`src/rtl/barrett_an_decoder_pipe.sv`:
```
// AN-code decoder: three-stage Barrett reduction pipeline that splits x into
// floor(x/A) and x mod A, flags r != 0 and keeps a saturating error count.
module barrett_an_decoder_pipe #(
  parameter int unsigned CW_W  = 6,
  parameter int unsigned A     = 13,
  parameter int unsigned A_W   = 4,
  parameter int unsigned Q_W   = 3,
  parameter int unsigned K     = 10,
  parameter int unsigned CNT_W = 16
) (
  input  logic             clk,
  input  logic             rst,
  input  logic             in_valid,
  output logic             in_ready,
  input  logic [CW_W-1:0]  in_codeword,
  output logic             out_valid,
  input  logic             out_ready,
  output logic [Q_W-1:0]   out_q,
  output logic [A_W-1:0]   out_r,
  output logic             out_error,
  output logic [CW_W-1:0]  out_receive,
  output logic [CNT_W-1:0] err_cnt,
  input  logic             err_cnt_clr
);

  localparam int unsigned MU     = (2 ** K) / A;
  localparam int unsigned PROD_W = CW_W + K;
  localparam int unsigned RT_W   = A_W + 1;
  localparam logic [CNT_W-1:0] CNT_MAX = '1;

  // Stage 1: codeword and quotient estimate
  logic            s1_v_q;
  logic [CW_W-1:0] s1_x_q;
  logic [CW_W-1:0] s1_qe_q;
  logic [CW_W-1:0] s1_qe_d;

  // Stage 2: codeword, estimate and partial remainder in [0, 2A)
  logic            s2_v_q;
  logic [CW_W-1:0] s2_x_q;
  logic [CW_W-1:0] s2_qe_q;
  logic [RT_W-1:0] s2_rt_q;
  logic [RT_W-1:0] s2_rt_d;

  // Stage 3: corrected result, drives the outputs
  logic            s3_v_q;
  logic [CW_W-1:0] s3_x_q;
  logic [Q_W-1:0]  s3_q_q;
  logic [Q_W-1:0]  s3_q_d;
  logic [A_W-1:0]  s3_r_q;
  logic [A_W-1:0]  s3_r_d;
  logic            s3_err_q;
  logic            s3_err_d;
  logic            s3_fix;

  logic [CNT_W-1:0] cnt_q;
  logic [CNT_W-1:0] cnt_d;
  logic             cnt_inc;

  logic s1_en;
  logic s2_en;
  logic s3_en;

  // A stage loads when it is empty or its content moves on this edge.
  always_comb begin
    s3_en = !s3_v_q || out_ready;
    s2_en = !s2_v_q || s3_en;
    s1_en = !s1_v_q || s2_en;
  end

  assign in_ready = s1_en;

  always_comb begin
    s1_qe_d = CW_W'((PROD_W'(in_codeword) * PROD_W'(MU)) >> K);
  end

  always_comb begin
    s2_rt_d = RT_W'(PROD_W'(s1_x_q) - (PROD_W'(s1_qe_q) * PROD_W'(A)));
  end

  // The estimate is at most one short, so a single conditional subtract fixes it.
  always_comb begin
    s3_fix   = (s2_rt_q >= RT_W'(A));
    s3_q_d   = Q_W'(s3_fix ? (s2_qe_q + CW_W'(1)) : s2_qe_q);
    s3_r_d   = A_W'(s3_fix ? (s2_rt_q - RT_W'(A)) : s2_rt_q);
    s3_err_d = (s3_r_d != '0);
  end

  // Clear wins over the old value but still counts a coincident errored transfer.
  always_comb begin
    cnt_inc = s3_v_q && out_ready && s3_err_q;
    cnt_d   = cnt_q;
    if (err_cnt_clr) begin
      cnt_d = CNT_W'(cnt_inc);
    end else if (cnt_inc && (cnt_q != CNT_MAX)) begin
      cnt_d = cnt_q + CNT_W'(1);
    end
  end

  always_ff @(posedge clk) begin
    if (rst) begin
      s1_v_q   <= 1'b0;
      s1_x_q   <= '0;
      s1_qe_q  <= '0;
      s2_v_q   <= 1'b0;
      s2_x_q   <= '0;
      s2_qe_q  <= '0;
      s2_rt_q  <= '0;
      s3_v_q   <= 1'b0;
      s3_x_q   <= '0;
      s3_q_q   <= '0;
      s3_r_q   <= '0;
      s3_err_q <= 1'b0;
      cnt_q    <= '0;
    end else begin
      if (s1_en) begin
        s1_v_q <= in_valid;
        if (in_valid) begin
          s1_x_q  <= in_codeword;
          s1_qe_q <= s1_qe_d;
        end
      end
      if (s2_en) begin
        s2_v_q <= s1_v_q;
        if (s1_v_q) begin
          s2_x_q  <= s1_x_q;
          s2_qe_q <= s1_qe_q;
          s2_rt_q <= s2_rt_d;
        end
      end
      if (s3_en) begin
        s3_v_q <= s2_v_q;
        if (s2_v_q) begin
          s3_x_q   <= s2_x_q;
          s3_q_q   <= s3_q_d;
          s3_r_q   <= s3_r_d;
          s3_err_q <= s3_err_d;
        end
      end
      cnt_q <= cnt_d;
    end
  end

  assign out_valid   = s3_v_q;
  assign out_q       = s3_q_q;
  assign out_r       = s3_r_q;
  assign out_error   = s3_err_q;
  assign out_receive = s3_x_q;
  assign err_cnt     = cnt_q;

endmodule
```
`config.mk`:
```
export PLATFORM = sky130hd
export DESIGN_NAME = barrett_an_decoder_pipe
export DESIGN_NICKNAME = d
export VERILOG_FILES = /design/src/rtl/barrett_an_decoder_pipe.sv
export SDC_FILE = /design/constraint.sdc
export NUM_CORES = 1
export LEC_CHECK = 0
export CORE_MARGIN = 3
export CORE_UTILIZATION = 35
export CTS_BUF_LIST = sky130_fd_sc_hd__clkbuf_16
export DETAILED_ROUTE_END_ITERATION = 16
export DONT_BUFFER_PORTS = 1
export PLACE_DENSITY = 0.51
export SETUP_SLACK_MARGIN = 0.5
export SYNTH_ARGS = -nofsm -noshare
export SYNTH_HDL_FRONTEND = slang
export SYNTH_SLANG_ARGS = --single-unit
```
`constraint.sdc`:
```
create_clock -name clk -period 5.4 [get_ports clk]
set_input_delay 0.54 -clock clk [delete_from_list [all_inputs] [get_ports clk]]
set_output_delay 0.54 -clock clk [all_outputs]
set_load 0.02 [all_outputs]
```
# After elaboration in Yosys (flattened, before gate mapping)
# Index checks and enable logic that the tools add are counted.
# classes
bitwise,0
add_sub_neg,4
div,0
n_mux,4
shifts,0
magnitude_cmp,1
n_mul,2
n_eq_ne,1
n_reduce_logical,15
# ops
operator,count
$add A16 B1 Y16 const B,1
$ne A16 B16 Y1 const B,1
$mul A6 B6 Y12 const B,1
$reduce_and A2 Y1,3
$ge A5 B4 Y1 const B,1
$mul A3 B4 Y5 const B,1
$sub A5 B5 Y5,1
$mux W4,1
$reduce_bool A4 Y1,1
$sub A4 B4 Y4 const B,1
$add A3 B1 Y3 const B,1
$logic_and A1 B1 Y1,3
$logic_not A1 Y1,3
$logic_or A1 B1 Y1,3
$mux W3,1
$mux W1,2
$reduce_bool A2 Y1,1
$reduce_or A2 Y1,1
# totals
mem_bits_ro,0
reg_bits,56
latch_bits,0
input_bits,11
ram_bits,0
wordCells,41
mem_count,0

# Logic depth before layout (Yosys ltp)
# Gate-level depths: netlist of the first run.
# logic_depth
word_depth,5
ltp_mapped,11
ltp_nobuf,11

# Least setup slack after synthesis of the first run
# No wires, ideal clock.
# synth_timing
path_kind,input to register
start,in in_codeword[3]
end,reg s1_qe_q[1]
arrival_ns,2.840
t_required_ns,5.283
slack_ns,2.442
stages,11
path_cell_list,inv_1 -> fa_1 -> inv_1 -> ha_1 -> fa_1 -> ha_1 -> o2111ai_1 -> a21o_1 -> a21oi_1 -> mux2i_1 -> nand2_1
# synth_via
elab_chain_cells,1
# synth_lines
element,line_no,rtl
"start, declared",15,"input logic [CW_W-1:0] in_codeword,"
$mul A6 B6 Y12,73,s1_qe_d = CW_W'((PROD_W'(in_codeword) * PROD_W'(MU)) >> K);
"end signal, assigned",119,s1_qe_q <= s1_qe_d;
"end, declared",34,logic [CW_W-1:0] s1_qe_q;
# Every way passes these cells.
# A chain may end at the register's enable or synchronous reset.

# Final worst setup path of the first run
# Same ends and word-level chain as after synthesis.

==> out/results.txt, run 1 <==
Status: complete, no violations
Crit. End Element: flop
Clock transition at path regs: 0.07 ns
ANT nets after route: 0
GRT Util Overall: 0.134
Initial antenna violation count: 0
Share of the yosys chip area belonging to registers: 0.363
Area Overhead vs Synth: 6.80%
Fin Clk Skew: 0.00823 ns
Worst reg2reg path startpoint: s1_qe_q[0]
Setup Crit Path Kind: input port to flop
Final Cycle Share: 0.517
Final Hold Viols: 0
DRC violations left: 0
DRT Pass-1 Iters: 4
Die area: 0.00999 mm²
Area post-placement: 0.00315 mm²
Most common library cell in the layout ignoring fill and taps: nand2_1
Synth Register Bits: 56
Reg-to-reg endpoint: s2_rt_q[4]
Critical Path AT: 2.98 ns
CTS Root Cell: clkbuf_16
Final Critical Period: 2.79 ns
Placed Instances: 456
Critical Path RT: 5.59 ns
Slew Viols, Final: 0
Hold_buf cts: 0
CTS H-tree lvls: 2
Port Buffers: 0
Gate count of the mapped netlist: 365
Leakage: 1.27 nW
Share of layout cells above drive strength 1: 0.0418
Tot Pwr: 927 µW
Drt initial violations: 70
CTS tree: yes
Routability cong.: 0.770
Netlist cell types: 48
Avg Cell Area, Syn: 8.46 µm²
Synthesis Warnings: 0
Measured slew at the worst slew-check pin: 0.891 ns
Worst setup endpoint: s1_qe_q[1]
Setup_tns: 0 ns
Vias in the first global route: 2216
Synthesized cell area: 0.00309 mm²
Clk sinks: 56
Max-cap violations: 0
Flop2flop setup slack: 3.08 ns
Largest net degree at the start of global routing: 43
Post-CTS sizing: 0
Peak VDD IR: 0.146 mV
Critical path launch point type: input port
Hold Crit Class: input port to flop
Reg2reg path depth: 8
Chip width: 100 µm
Worst-path maximum fanout: 3
Chip height: 100 µm
# setup viols final: 0
Syn Nets: 409
Num CTS Buffers: 5
Max frequency: 358 MHz
Via/cell ratio: 5.07
Most frequent cells in the layout: 61 x nand2_1, 56 x dfxtp_1, 39 x a21oi_1
Via count: 2354
Total grt overflow: 0
Final instance area: 0.00330 mm²
Worst Hold Path Cells: 1
Pwr dens: 281 mW/mm²
Core Box Area: 0.00838 mm²
CTS max path bufs: 2
Effective utilization at floorplan: 0.369
Post-synth EDFFs: 0
Drt wl/cell: 14.0 µm
I/O pin total: 43
Num rows: 33
Relative slew slack: 0.405
Post-CTS Setup Bufs: 0
Crit path from: in_codeword[3]
First-pass GRT wire length: 10900 µm
Unrepaired setup endpoints after global routing: false
Fin cells: 464
N_diodes: 0
Clock latency on the worst-skew pair: 0.29 ns
Most used DFF post-synth: dfxtp_1
Detailed Place HPWL: 4840 µm
Layout net count: 402
Synth async-reset ratio: 0
Final WL: 6480 µm
==> synth_stat cells, drive strengths merged, types with 6 or more instances <==
library cell | instances | area, µm²
nand2 | 61 | 229
dfxtp | 56 | 1120
a21oi | 39 | 195
inv | 34 | 128
ha | 25 | 313
nor2 | 25 | 93.8
nand3 | 14 | 70.1
xnor2 | 9 | 78.8
xor2 | 9 | 78.8
clkbuf | 8 | 30.0
fa | 8 | 160
o21ai | 7 | 35.0
buf | 6 | 38.8
==> worst max-delay path, stage by stage <==
cell       delay, ns
inv_1           0.07
fa_1            0.54
inv_1           0.04
ha_1            0.18
fa_1            0.46
ha_1            0.29
o2111ai_1       0.10
a21o_1          0.17
a21oi_1         0.29
mux2i_1         0.22
nand2_1         0.07
==> state kept, by name (all words and copies together) (netlist names) <==
name         cells
out_valid        1
s1_x_q           6
out_q            3
err_cnt         16
s2_x_q           6
s1_v_q           1
out_r            4
s1_qe_q          3
s2_qe_q          3
s2_v_q           1
out_receive      6
out_error        1
s2_rt_q          5
==> layer usage <==
layer | vias to the layer above | global-route usage | part of all wire
met4 | 0 | 0.0347 | 0.0059
met3 | 4 | 0.0410 | 0.056
met2 | 49 | 0.199 | 0.42
met1 | 1075 | 0.190 | 0.52
met5 | - | 0 | 0
li1 | 1226 | - | -
==> power by group <==
part           internal, mW  switching, mW
sequential            0.427         0.0192
clock                 0.174          0.156
combinational        0.0732         0.0770
total                 0.674          0.253
==> kinds of logic after synthesis <==
logic type	after synthesis	share of synthesized area
simple gates	140	0.226
compound gates	65	0.123
flops	56	0.363
buf+inv	48	0.0636
fa+ha+maj	33	0.153
xor+xnor	19	0.0583
mux	4	0.0134
==> through the flow <==
stage               setup slack, ns   util  hold WS, ns
floorplan                      2.44      -        0.432
global placement               2.33  0.376        0.440
detailed placement             2.29  0.376        0.443
CTS                            2.60  0.394        0.305
global route                   2.46  0.394        0.304
finish                         2.61  0.394        0.311
==> worst min-delay path by stage <==
stage	slack, ns	from	end
2_1_floorplan	0.43	s1_x_q[5]	s2_x_q[5]
3_3_place_gp	0.44	s2_x_q[1]	s2_x_q[1]
3_5_place_dp	0.44	s1_x_q[5]	s1_x_q[5]
4_1_cts	0.31	rst	s2_rt_q[3]
5_1_grt	0.30	rst	s1_qe_q[2]
6_report	0.31	rst	s1_x_q[3]
==> area by class of cell <==
type	count	area (µm²)
Clock buffer	5	125
Sequential cell	56	1120
Multi-Input combinational cell	261	1770
Tap cell	105	131
Inverter	34	128
Clock inverter	3	22.5
Fill cell	891	5080
(Power assumes the default switching activity.)
==> run 2: changes to the inputs <==
==> constraint.sdc (replaced) <==
create_clock -name clk -period 2.8 [get_ports clk]
set_input_delay 0.28 -clock clk [delete_from_list [all_inputs] [get_ports clk]]
set_output_delay 0.28 -clock clk [all_outputs]
set_load 0.02 [all_outputs]
==> run 2 against run 1 <==
Effect of this change:
- non-clock buffer count up 5
- worst hold slack got worse by 0.25 ns
- cell count is 1.1% higher
- global-route usage increased by 0.61 points
- sequential cell count unchanged
- register-to-register slack got worse by 2.5 ns
- sequential power rose by 93%
- critical path type unchanged
- clock skew about the same
- combinational power is 120% higher
==> out/results.txt, run 2 (synthesized netlist as in run 1, its figures left out) <==
Drt wl/cell: 14.2 µm (+1.5%)
Max frequency: 427 MHz
Clock latency on the worst-skew pair: 0.29 ns (about the same)
GRT Util Overall: 0.140 (+0.00615)
Unrepaired setup endpoints after global routing: true
Worst-path maximum fanout: 3 (unchanged)
Clk sinks: 56 (unchanged)
Finished Core Util: 0.405 (+0.0113)
Final instance area: 0.00339 mm² (+2.9%)
Port Buffers: 0 (unchanged)
Effective utilization at floorplan: 0.369 (unchanged)
Max reg flops: 16 (unchanged)
Crit-path cells: clkinvlp_4, fa_1, inv_1, ha_2, fa_1, ha_1, o2111ai_2, a21o_1, a21oi_2, mux2i_1, nand2_1
Hold_ws: 0.0652 ns (-0.246 ns)
Critical Path RT: 2.97 ns (-2.62 ns)
Most common library cell in the layout ignoring fill and taps: nand2_1
Placed Instances: 460 (+0.88%)
DRC violations left: 0 (unchanged)
Num rows: 33 (unchanged)
Reg2reg path depth: 8 (unchanged)
Measured slew at the worst slew-check pin: 0.742 ns (-0.149 ns)
Core Box Area: 0.00838 mm² (unchanged)
Relative slew slack: 0.505 (+0.101)
Area Overhead vs Synth: 9.88%
Via count: 2424 (+3.0%)
Hold EP: out_receive[5]
CP max-delay cell: fa_1
Vias in the first global route: 2310 (+4.2%)
CTS tree: yes
Final Hold Viols: 0 (unchanged)
Crit path setup slack, layout: 0.460 ns (-2.15 ns)
CTS Root Cell: clkbuf_16
Setup Crit Path Kind: input port to flop
ANT nets after route: 0 (unchanged)
Chip height: 100 µm (unchanged)
Chip width: 100 µm (unchanged)
Pwr dens: 551 mW/mm² (+96%)
Final Critical Period: 2.34 ns
FF/Latch Area: 0.00112 mm² (+0.22%)
Crit. End Element: flop
N_diodes: 0 (unchanged)
I/O pin total: 43 (unchanged)
Area taken by multi-input logic gates: 0.00180 mm² (+1.8%)
Critical path launch point type: input port
Largest delay share family, worst path: adder cells
Worst reg2reg path startpoint: s1_qe_q[0]
Critical Path AT: 2.51 ns (-0.47 ns)
Tot Pwr: 1.87 mW (+100%)
Crit-path max cell delay: 0.48 ns (-0.06 ns)
HP Start: rst
Hold_buf cts: 0 (unchanged)
Num CTS Buffers: 5 (unchanged)
DRT Pass-1 Iters: 5 (+1)
Leakage: 1.30 nW (+2.3%)
Layout net count: 407 (+1.2%)
Die area: 0.00999 mm² (unchanged)
Peak VDD IR: 0.313 mV (+110%)
Fin cells: 469 (+1.1%)
Flop2flop setup slack: 0.59 ns (-2.49 ns)
Status: complete, no violations
Critical Path Most Common Cell: fa_1
# setup viols final: 0 (unchanged)
Crit path depth: 11 (unchanged)
Most frequent cells in the layout: 61 x nand2_1, 54 x dfxtp_1, 36 x a21oi_1
Total grt overflow: 0 (unchanged)
Worst slack, placed: 0.129 ns (-2.16 ns)
CTS H-tree lvls: 2 (unchanged)
Final Cycle Share: 0.836
First-pass GRT wire length: 11400 µm (+4.7%)
Area post-placement: 0.00320 mm² (+1.4%)
Share of layout cells above drive strength 1: 0.0824 (+0.0406)
Fin Clk Skew: 0.00872 ns (+0.000487 ns)
Max-cap violations: 0 (unchanged)
Reg-to-reg endpoint: s2_rt_q[4]
Drt initial violations: 60 (-14%)
Slew Viols, Final: 0 (unchanged)
Worst Hold Path Cells: 1 (unchanged)
Final WL: 6650 µm (+2.6%)
Clock transition at path regs: 0.07 ns (about the same)
Worst path bufs/invs: 2 (unchanged)
CTS max path bufs: 2 (unchanged)
Setup_tns: 0 ns (unchanged)
FILL cells: 887 (-0.45%)
Via/cell ratio: 5.17 (+1.9%)
Routability cong.: 0.792 (+2.9%)
Hold Crit Class: input port to flop
Largest net degree at the start of global routing: 43 (unchanged)
Initial antenna violation count: 0 (unchanged)
Detailed Place HPWL: 5050 µm (+4.4%)
run 2: area by class of cell:
type                            instances  area share
Sequential cell                        56       0.331
Multi-Input combinational cell        261       0.532
Clock inverter                          3      0.0114
Inverter                               34      0.0394
Tap cell                              105      0.0387
Clock buffer                            5      0.0369
Timing Repair Buffer                    5      0.0111
run 2: power breakdown:
group | internal [mW] | leakage [nW] | total [mW] | switching [mW]
Sequential | 0.825 | 0.455 | 0.863 | 0.0377
Combinational | 0.162 | 0.761 | 0.326 | 0.165
Clock | 0.417 | 0.0850 | 0.682 | 0.265
Total | 1.40 | 1.30 | 1.87 | 0.468
run 2: timing repair:
| item | CTS | global route |
|---|---|---|
| buffers inserted | 1 | 0 |
| setup endpoints to repair | 4 | 4 |
| pin swaps | 1 | 5 |
| gates resized for setup | 5 | 3 |
| endpoints found under the hold margin | 0 | 0 |
run 2: how the worst max path moves through the flow:
stage	start	to	slack, ns
CTS	in_codeword[3]	s1_qe_q[1]	0.46
global placement	in_codeword[3]	s1_qe_q[1]	0.18
global route	in_codeword[3]	s1_qe_q[1]	0.37
floorplan	in_codeword[3]	s1_qe_q[1]	0.28
detailed placement	in_codeword[3]	s1_qe_q[1]	0.13
finish	in_codeword[3]	s1_qe_q[1]	0.46
run 2: layer usage:
metal | global-route usage | share of wire
met5 | 0 | 0
met2 | 0.214 | 0.46
met4 | 0.0315 | 0.0090
met1 | 0.199 | 0.49
met3 | 0.0368 | 0.047
